`src/rtl/jk_arb_pkg.sv`:
```
// jk_arb_pkg: op encodings and FSM state type shared by the JK flip-flop arbiter.
package jk_arb_pkg;
  localparam logic [1:0] OP_HOLD = 2'b00;
  localparam logic [1:0] OP_RST  = 2'b01;
  localparam logic [1:0] OP_SET  = 2'b10;
  localparam logic [1:0] OP_TGL  = 2'b11;
  typedef enum logic [1:0] {IDLE, APPLY, ACK} state_e;
endpackage

```
`src/rtl/jk_ff_cell.sv`:
```
// jk_ff_cell: enable-gated JK flip-flop with asynchronous active-low clear.
module jk_ff_cell (
  input  logic eneable,
  input  logic reset,
  input  logic clk,
  input  logic J,
  input  logic K,
  output logic Q
);
  always_ff @(posedge clk or negedge reset)
    if (!reset) Q <= 1'b0;
    else if (eneable) Q <= (J && K) ? ~Q : J ? 1'b1 : K ? 1'b0 : Q;
endmodule

```
`src/rtl/jk_ff_arbiter.sv`:
```
// jk_ff_arbiter: arbitrates requester ops onto one shared JK cell (IDLE/APPLY/ACK).
// Define JK_ARB_FIXED_PRIO_EN for fixed lowest-index priority instead of round-robin.
module jk_ff_arbiter
  import jk_arb_pkg::*;
#(
  parameter int NREQ = 4
) (
  input  logic              clk,
  input  logic              reset,
  input  logic [NREQ-1:0]   req,
  input  logic [2*NREQ-1:0] op,
  output logic [NREQ-1:0]   gnt,
  output logic              busy,
  output logic              q
);
  localparam int IW = $clog2(NREQ);
  state_e        state_q;
  logic [IW-1:0] idx_q, win_d;
  logic [1:0]    op_q;
`ifndef JK_ARB_FIXED_PRIO_EN
  logic [IW-1:0] ptr_q;
`endif
  always_comb begin
    win_d = '0;
    // Scan from the far end down so the first high bit in search order wins.
    for (int k = NREQ - 1; k >= 0; k--) begin
`ifdef JK_ARB_FIXED_PRIO_EN
      if (req[k]) win_d = IW'(k);
`else
      int j;
      j = int'(ptr_q) + k;
      if (j >= NREQ) j -= NREQ;
      if (req[j]) win_d = IW'(j);
`endif
    end
  end
  always_ff @(posedge clk or negedge reset)
    if (!reset) begin
      state_q <= IDLE;
      idx_q   <= '0;
      op_q    <= OP_HOLD;
`ifndef JK_ARB_FIXED_PRIO_EN
      ptr_q   <= '0;
`endif
    end else begin
      case (state_q)
        IDLE: if (|req) begin
          idx_q   <= win_d;
          op_q    <= op[2*win_d +: 2];
          state_q <= APPLY;
        end
        APPLY: state_q <= ACK;
        default: begin
          state_q <= IDLE;
`ifndef JK_ARB_FIXED_PRIO_EN
          ptr_q   <= (int'(idx_q) == NREQ - 1) ? '0 : idx_q + 1'b1;
`endif
        end
      endcase
    end
  assign gnt  = (state_q == ACK) ? (NREQ'(1) << idx_q) : '0;
  assign busy = state_q != IDLE;
  jk_ff_cell u_cell (
    .eneable(state_q == APPLY),
    .reset  (reset),
    .clk    (clk),
    .J      (op_q[1]),
    .K      (op_q[0]),
    .Q      (q)
  );
endmodule
```
`config.mk`:
```
export PLATFORM = sky130hd
export DESIGN_NAME = jk_ff_arbiter
export DESIGN_NICKNAME = d
export VERILOG_FILES = /design/src/rtl/jk_arb_pkg.sv /design/src/rtl/jk_ff_cell.sv /design/src/rtl/jk_ff_arbiter.sv
export SDC_FILE = /design/constraint.sdc
export NUM_CORES = 1
export LEC_CHECK = 0
export BUFFER_PORTS_ARGS = -buffer_cell sky130_fd_sc_hd__buf_4
export CORE_AREA = 2 2 39 41
export DETAILED_ROUTE_END_ITERATION = 12
export DIE_AREA = 0 0 41 43
export GPL_TIMING_DRIVEN = 0
export PLACE_DENSITY = 0.71
export RECOVER_POWER = 100
export SLEW_MARGIN = 20
export SYNTH_ARGS = -nofsm -noshare
export SYNTH_HDL_FRONTEND = slang
export SYNTH_SLANG_ARGS = --single-unit
```
`constraint.sdc`:
```
create_clock -name clk -period 2.06 [get_ports clk]
set_input_delay 0.309 -clock clk [delete_from_list [all_inputs] [get_ports clk]]
set_output_delay 0.309 -clock clk [all_outputs]
set_load 0.03 [all_outputs]
```
* Word level (Yosys, flattened, before mapping) *
Index checks and enable logic that the tools add are counted.
W data, S select, Z words.

operators by class
  add/subtract/negate cells = 8
  magnitude comparators = 8
  equality and inequality tests = 4
  shift operators = 2
  mux-type cells = 27
  bitwise operators = 1
  reductions and logical operators = 8

operator list
  operator               count
  $lt A32 B4 Y1 const B  4
  $mux W32               4
  $mux W2                6
  $sub A3 B3 Y4 const B  3
  $mux W1                11
  $ge A3 B3 Y1 const B   3
  $bmux W1 S2            4
  $shiftx A8 B4 Y2       1
  $add A2 B2 Y3 const B  2
  $eq A2 B1 Y1 const B   2
  $mux W4                1
  $pmux W2 S2            1
  $reduce_and A2 Y1      2
  $reduce_or A4 Y1       1
  $shl A1 B2 Y4 const A  1
  $sub A2 B3 Y4 const B  1
  $add A2 B1 Y3 const B  1
  $ge A2 B3 Y1 const B   1
  $reduce_bool A3 Y1     1
  $add A2 B1 Y2 const B  1
  $eq A2 B2 Y1 const B   1
  $logic_not A2 Y1       1
  $ne A2 B2 Y1 const B   1
  $reduce_bool A2 Y1     1
  3 further kinds        3

word-level totals
  bits in registers = 9
  input port bits = 14

* Depth between registers and ports, before layout *
  word-level depth = 11
  depth in mapped cells = 6
  depth with buffers taken out = 5

* Modules after synthesis *
A second synthesis with hierarchy kept.

unflattened totals
  cells, all modules = 60
  area total of the unflattened synthesis = 559.3 um2

by module, submodules not included
  module         instances  cells each  area each (um2)  seq. area each (um2)
  jk_ff_arbiter  1          57          523.0            200.2
  jk_ff_cell     1          3           36.3             25.0

* Worst setup path after synthesis *
Ideal clock, no wire load.

  kind = register to register
  start = register state_q[1]
  end = register op_q[1]
  data arrival time = 1.543 ns
  data required time = 1.930 ns
  setup slack = 0.388 ns
  cell stages (with the launch flop) = 7
  path buffers = 1
  cells stage by stage = dfrtp_1 -> or2_2 -> or2_2 -> clkbuf_2 -> inv_1 -> o2111a_1 -> a221oi_2

on the way
  longest elaborated chain between the ends = 2

ends and longest elaborated chain
  what                         line                 RTL
  start, declared              jk_ff_arbiter.sv:17  state_e state_q;
  start signal, assigned       jk_ff_arbiter.sv:39  state_q <= IDLE;
  start signal, assigned       jk_ff_arbiter.sv:50  state_q <= APPLY;
  start signal, assigned       jk_ff_arbiter.sv:52  APPLY: state_q <= ACK;
  $logic_not A2 Y1             jk_ff_arbiter.sv:46  case (state_q)
  $reduce_and A2 Y1 (no line)  -
  end signal, assigned         jk_ff_arbiter.sv:49  op_q <= op[2*win_d +: 2];
  end, declared                jk_ff_arbiter.sv:19  logic [1:0] op_q;

No other way between the ends.
A chain may end at the register's enable or synchronous reset.

* Worst setup path after layout *
  start = register ptr_q[1]
  end = register op_q[1]

on the way
  longest elaborated chain between the ends = 11

ends and longest elaborated chain
  what                                                  line                 RTL
  start, declared                                       jk_ff_arbiter.sv:21  logic [IW-1:0] ptr_q;
  start signal, assigned                                jk_ff_arbiter.sv:56  ptr_q <= (int'(idx_q) == NREQ - 1) ? '0 : idx_q + 1'b1;
  $add A2 B2 Y3                                         jk_ff_arbiter.sv:31  j = int'(ptr_q) + k;
  $sub A3 B3 Y4 / $ge A3 B3 Y1 (equally long branches)  jk_ff_arbiter.sv:32  if (j >= NREQ) j -= NREQ;
  $mux W32                                              jk_ff_arbiter.sv:32
  $bmux W1 S2                                           jk_ff_arbiter.sv:33  if (req[j]) win_d = IW'(j);
  $mux W1 (implied by the code) (2 in series)           jk_ff_arbiter.sv:33
  $mux W2 (3 in series)                                 jk_ff_arbiter.sv:33
  $mux W2 (*)                                           jk_ff_arbiter.sv:33
  $shiftx A8 B4 Y2 (*)                                  jk_ff_arbiter.sv:49

Every way passes the cells marked *; elsewhere a longest branch is shown, timed or not. The select of a mux whose other input is x is not followed.

==> results.md <==
Drt:
- The total via count in the routed design is 531.
- The iteration count of the initial detailed-routing pass is 4.
- The violation count after the first detailed-route iteration is 11.
- The remaining design rule violation count is 0.
- The mean number of vias per cell is around 5.3.
- The average detailed-routed wire length per instance is between 10 and 15 um.
- Wires add up to 1.09 mm.
- The number of antenna-violating nets in the routed design is 0.

Timing:
- In the finished design, the share of the clock period the worst path needs comes to 0.848.
- Setup repair after global routing left no endpoint under its margin.
- The hold violation total from the final report is 0.
- The slew at the pin closest to its max-slew limit is 453 ps.
- Headroom to the max-slew limit came out at 0.695.
- Clock skew on the completed layout was measured at approximately 2.9 ps.
- Timing would allow up to between 0.5 and 0.6 GHz.
- The final-report max-slew violation count is 0.
- The clock period could shrink to around 1700 ps.
- The total setup violations reported at the end of the flow is 0.
- The total negative setup slack is 0 ps.

Run:
- The number of violations of the max-capacitance limit is 0.

Setup path:
- The worst setup path is launched from a flip-flop.
- At the worst endpoint, the required time is 2230 ps.
- The beginning of the critical path is ptr_q[1].
- The cell with the largest stage delay on the worst path is sky130_fd_sc_hd__dfrtp_1.
- The worst setup path is of the reg2reg kind.
- Walking the worst path, the cells encountered are mux2i_1 -> nor2_1 -> or3_1 -> clkbuf_1 -> o2111a_1 -> a221oi_2.
- STA classifies the critical path endpoint as a flip-flop.
- The stage delay of the slowest cell on the critical path is 420 ps.
- The launch instance of the worst register-to-register path is ptr_q[1].
- The worst-case reg-to-reg path depth is 6.
- Of all nets on the critical path, the largest fanout is 5.
- Data arrives at the worst endpoint at 1920 ps.

Min path:
- The worst hold path class is in2reg.
- The worst hold path stage count is 3.
- The source of the worst hold timing path is op[6].

Yosys:
- Of the post-synthesis cell area, the dominant cell type holds 0.390.
- The total of flip-flops plus latches after synthesis is 9.
- The synthesized area is 577 sq um.
- Dividing the synthesized area by the synthesized cell count gives 9.46 sq um.
- The sequential-to-total area share from yosys stat is 0.390.
- Synthesis produced a netlist whose cell count is 61.
- Summed over all instances, the cell type with the most area after synthesis is sky130_fd_sc_hd__dfrtp_1.
- Synthesis produced a netlist with a net count of 79.
- The total of warnings raised by yosys is 0.
- After synthesis, the cell types taking the most area are sky130_fd_sc_hd__dfrtp_1, sky130_fd_sc_hd__ha_1, sky130_fd_sc_hd__mux2i_1.
- The distinct cell type count of the synthesized netlist is 27.

CTS:
- TritonCTS built the clock tree.
- No sink is reached through more buffers than the 2 on the longest clock path.
- The clock tree root driver cell is sky130_fd_sc_hd__clkbuf_4.
- The later pin in the worst-skew pair is clocked with a latency of 260 ps.
- The clock sink count is 9.
- Once the clock tree was built, the resizer swapped 0 gates to a different size.
- The number of clock buffers inserted by TritonCTS is 3.
- The clock-pin slew of the registers on the worst-case setup and hold paths is roughly 60 ps.
- CTS built an H-tree with a depth of 1.
- The post-CTS setup repair buffer count is 0.

Floorplan:
- The height of the die is ~43 um.
- The die extent in x is 41 um.
- The total area inside the core boundary comes to 1380 sq um.
- The initial utilization of the core area, before any placement, comes to 0.417.
- The floorplan step defined a die boundary enclosing between 1500 and 2000 sq um.
- After floorplanning, the core was divided into 14 placement rows.
- The I/O pin count is 20.

Power and ir drop:
- The maximum ir drop on the vdd rail is 0.485 mV.
- The total power per unit cell area is 1280 nW/um^2.
- For this design the static power due to leakage is 0.000365 uW.

Placement:
- Buffers placed on the I/O ports in this run total 19.
- The routability-driven placement congestion ratio is ~0.67.

Global routing:
- The overflow left after global routing is 0.
- The initial antenna violation count is 0.
- The total global routing track utilization is 0.157.
- The number of global-route vias before repair is 476.
- The maximum number of pins on one net before global-route repair is 10.
- The first-pass GRT wire length is 1.81 mm.

Cells and area:
- From synthesis to final layout, the design area changed by 30.2%.
- Across the whole layout, storage elements account for 225 sq um.
- The post-route core utilization is 0.542.
- The number of inserted diodes is 0.
- The area of combinational cells with multiple inputs is 319 sq um.
- Counting the fill cells in the layout gives between 100 and 150.
- Of the cells placed in the final design, the portion with a size suffix greater than 1 is 0.247.
- The layout net count is approximately 100.

Run status:
- The flow ran to the end, and the final reports show no timing, DRC or antenna violations.
-- synth_stat cells --
master / instances
sky130_fd_sc_hd__o31ai_1: 1
sky130_fd_sc_hd__a221oi_2: 1
sky130_fd_sc_hd__a21oi_1: 3
sky130_fd_sc_hd__a221o_1: 1
sky130_fd_sc_hd__a21o_1: 1
sky130_fd_sc_hd__o21ai_0: 3
sky130_fd_sc_hd__ha_1: 4
sky130_fd_sc_hd__clkbuf_2: 1
sky130_fd_sc_hd__or2_2: 2
sky130_fd_sc_hd__nor4b_1: 1
sky130_fd_sc_hd__nor2_1: 4
sky130_fd_sc_hd__a31oi_1: 1
sky130_fd_sc_hd__inv_1: 6
sky130_fd_sc_hd__or3_1: 1
sky130_fd_sc_hd__o311ai_1: 1
sky130_fd_sc_hd__nor4_1: 1
sky130_fd_sc_hd__mux2i_1: 3
sky130_fd_sc_hd__mux2_2: 1
sky130_fd_sc_hd__nand2_1: 4
sky130_fd_sc_hd__nand2b_1: 1
sky130_fd_sc_hd__buf_2: 1
sky130_fd_sc_hd__o211ai_1: 1
sky130_fd_sc_hd__dfrtp_1: 9
sky130_fd_sc_hd__and2_1: 4
sky130_fd_sc_hd__nor2b_1: 3
sky130_fd_sc_hd__o2111a_1: 1
sky130_fd_sc_hd__o31a_2: 1
-- critical path, delay by kind of cell (launching register included) --
family	cells	cell delay [ps]
AOI/OAI and AO/OA	2	430
buffers and inverters	1	160
DFF	1	420
and+or+nand+nor	2	430
muxes	1	210
-- metal layers --
metal / vias to the layer above / global-route usage / share of wire
li1: 264 / - / -
met5: - / 0 / 0
met2: 17 / 0.244 / 0.48
met1: 246 / 0.174 / 0.43
met4: 0 / 0.140 / 0.033
met3: 4 / 0.0157 / 0.055
-- state kept, by name, indices dropped and copies added (netlist names) --
name      cells
state_q       2
u_cell.Q      1
ptr_q         2
op_q          2
idx_q         2
-- power by group --
group | switching [uW] | leakage, uW | internal, uW
combinational | 276 | 0.000242 | 204
sequential | 78.3 | 0.000108 | 266
clock | 59.8 | 0.0000150 | 74.5
-- cell families (layout without fill, tap and decap cells) --
logic type / count (synthesis) / in the layout / share of synthesized area
simple gates: 21 / 21 / 0.197
compound gates: 15 / 15 / 0.197
flops: 9 / 9 / 0.390
buf+inv: 8 / 32 / 0.0564
fa+ha+maj: 4 / 4 / 0.0868
mux: 4 / 4 / 0.0716
-- placed cells by master, fill, tap and decap left out --
cell                             n
sky130_fd_sc_hd__buf_4          13
sky130_fd_sc_hd__clkbuf_1        9
sky130_fd_sc_hd__dfrtp_1         9
sky130_fd_sc_hd__inv_1           6
sky130_fd_sc_hd__nand2_1         4
sky130_fd_sc_hd__nor2_1          4
sky130_fd_sc_hd__ha_1            4
sky130_fd_sc_hd__nor2b_1         3
sky130_fd_sc_hd__and2_1          3
sky130_fd_sc_hd__a21oi_1         3
sky130_fd_sc_hd__o21ai_0         3
sky130_fd_sc_hd__mux2i_1         3
sky130_fd_sc_hd__clkbuf_4        3
sky130_fd_sc_hd__or2_2           2
sky130_fd_sc_hd__and2_0          1
sky130_fd_sc_hd__nor4_1          1
sky130_fd_sc_hd__a221o_1         1
sky130_fd_sc_hd__a21o_1          1
sky130_fd_sc_hd__nand2b_1        1
sky130_fd_sc_hd__or3_1           1
sky130_fd_sc_hd__o31ai_1         1
sky130_fd_sc_hd__o2111a_1        1
sky130_fd_sc_hd__a221oi_2        1
sky130_fd_sc_hd__mux2_2          1
sky130_fd_sc_hd__a31oi_1         1
sky130_fd_sc_hd__nor4b_1         1
sky130_fd_sc_hd__o31a_2          1
sky130_fd_sc_hd__o211ai_1        1
sky130_fd_sc_hd__o311ai_0        1
sky130_fd_sc_hd__dlygate4sd3_1   1
-- per-stage QoR --
stage               worst slack, ps  std cells  hold WS (ps)  power, uW  instance area, sq um
floorplan                       388         61          13.4        715                   577
global placement                376         96           138        858                   739
detailed placement              367         96           136        870                   739
CTS                             350        101           406       1000                   776
global route                    122        101           473       1050                   751
finish                          314        101           449        959                   751
-- timing repair --
item,in CTS,in global routing
setup endpoints to repair,0,0
hold endpoints to repair,9,0
hold buffers,1,0
-- final timing paths --
check / to / slack (ps)
setup / recovery: op_q[1] / 310
hold reg to reg: u_cell.Q / 460
hold / removal: op_q[0] / 450
max in group asynchronous: state_q[0] / 1250
min in group asynchronous: op_q[0] / 500
setup reg to reg: op_q[1] / 310
-- area by class of cell --
type	instances	area share
inverters	6	0.0300
repair buffers	20	0.173
flip-flops and latches	9	0.300
clock buffers	4	0.0350
plain buffers	2	0.0100
well taps	16	0.0267
multi-input cells	44	0.425
Note: power is estimated with default switching activity, not from simulation.
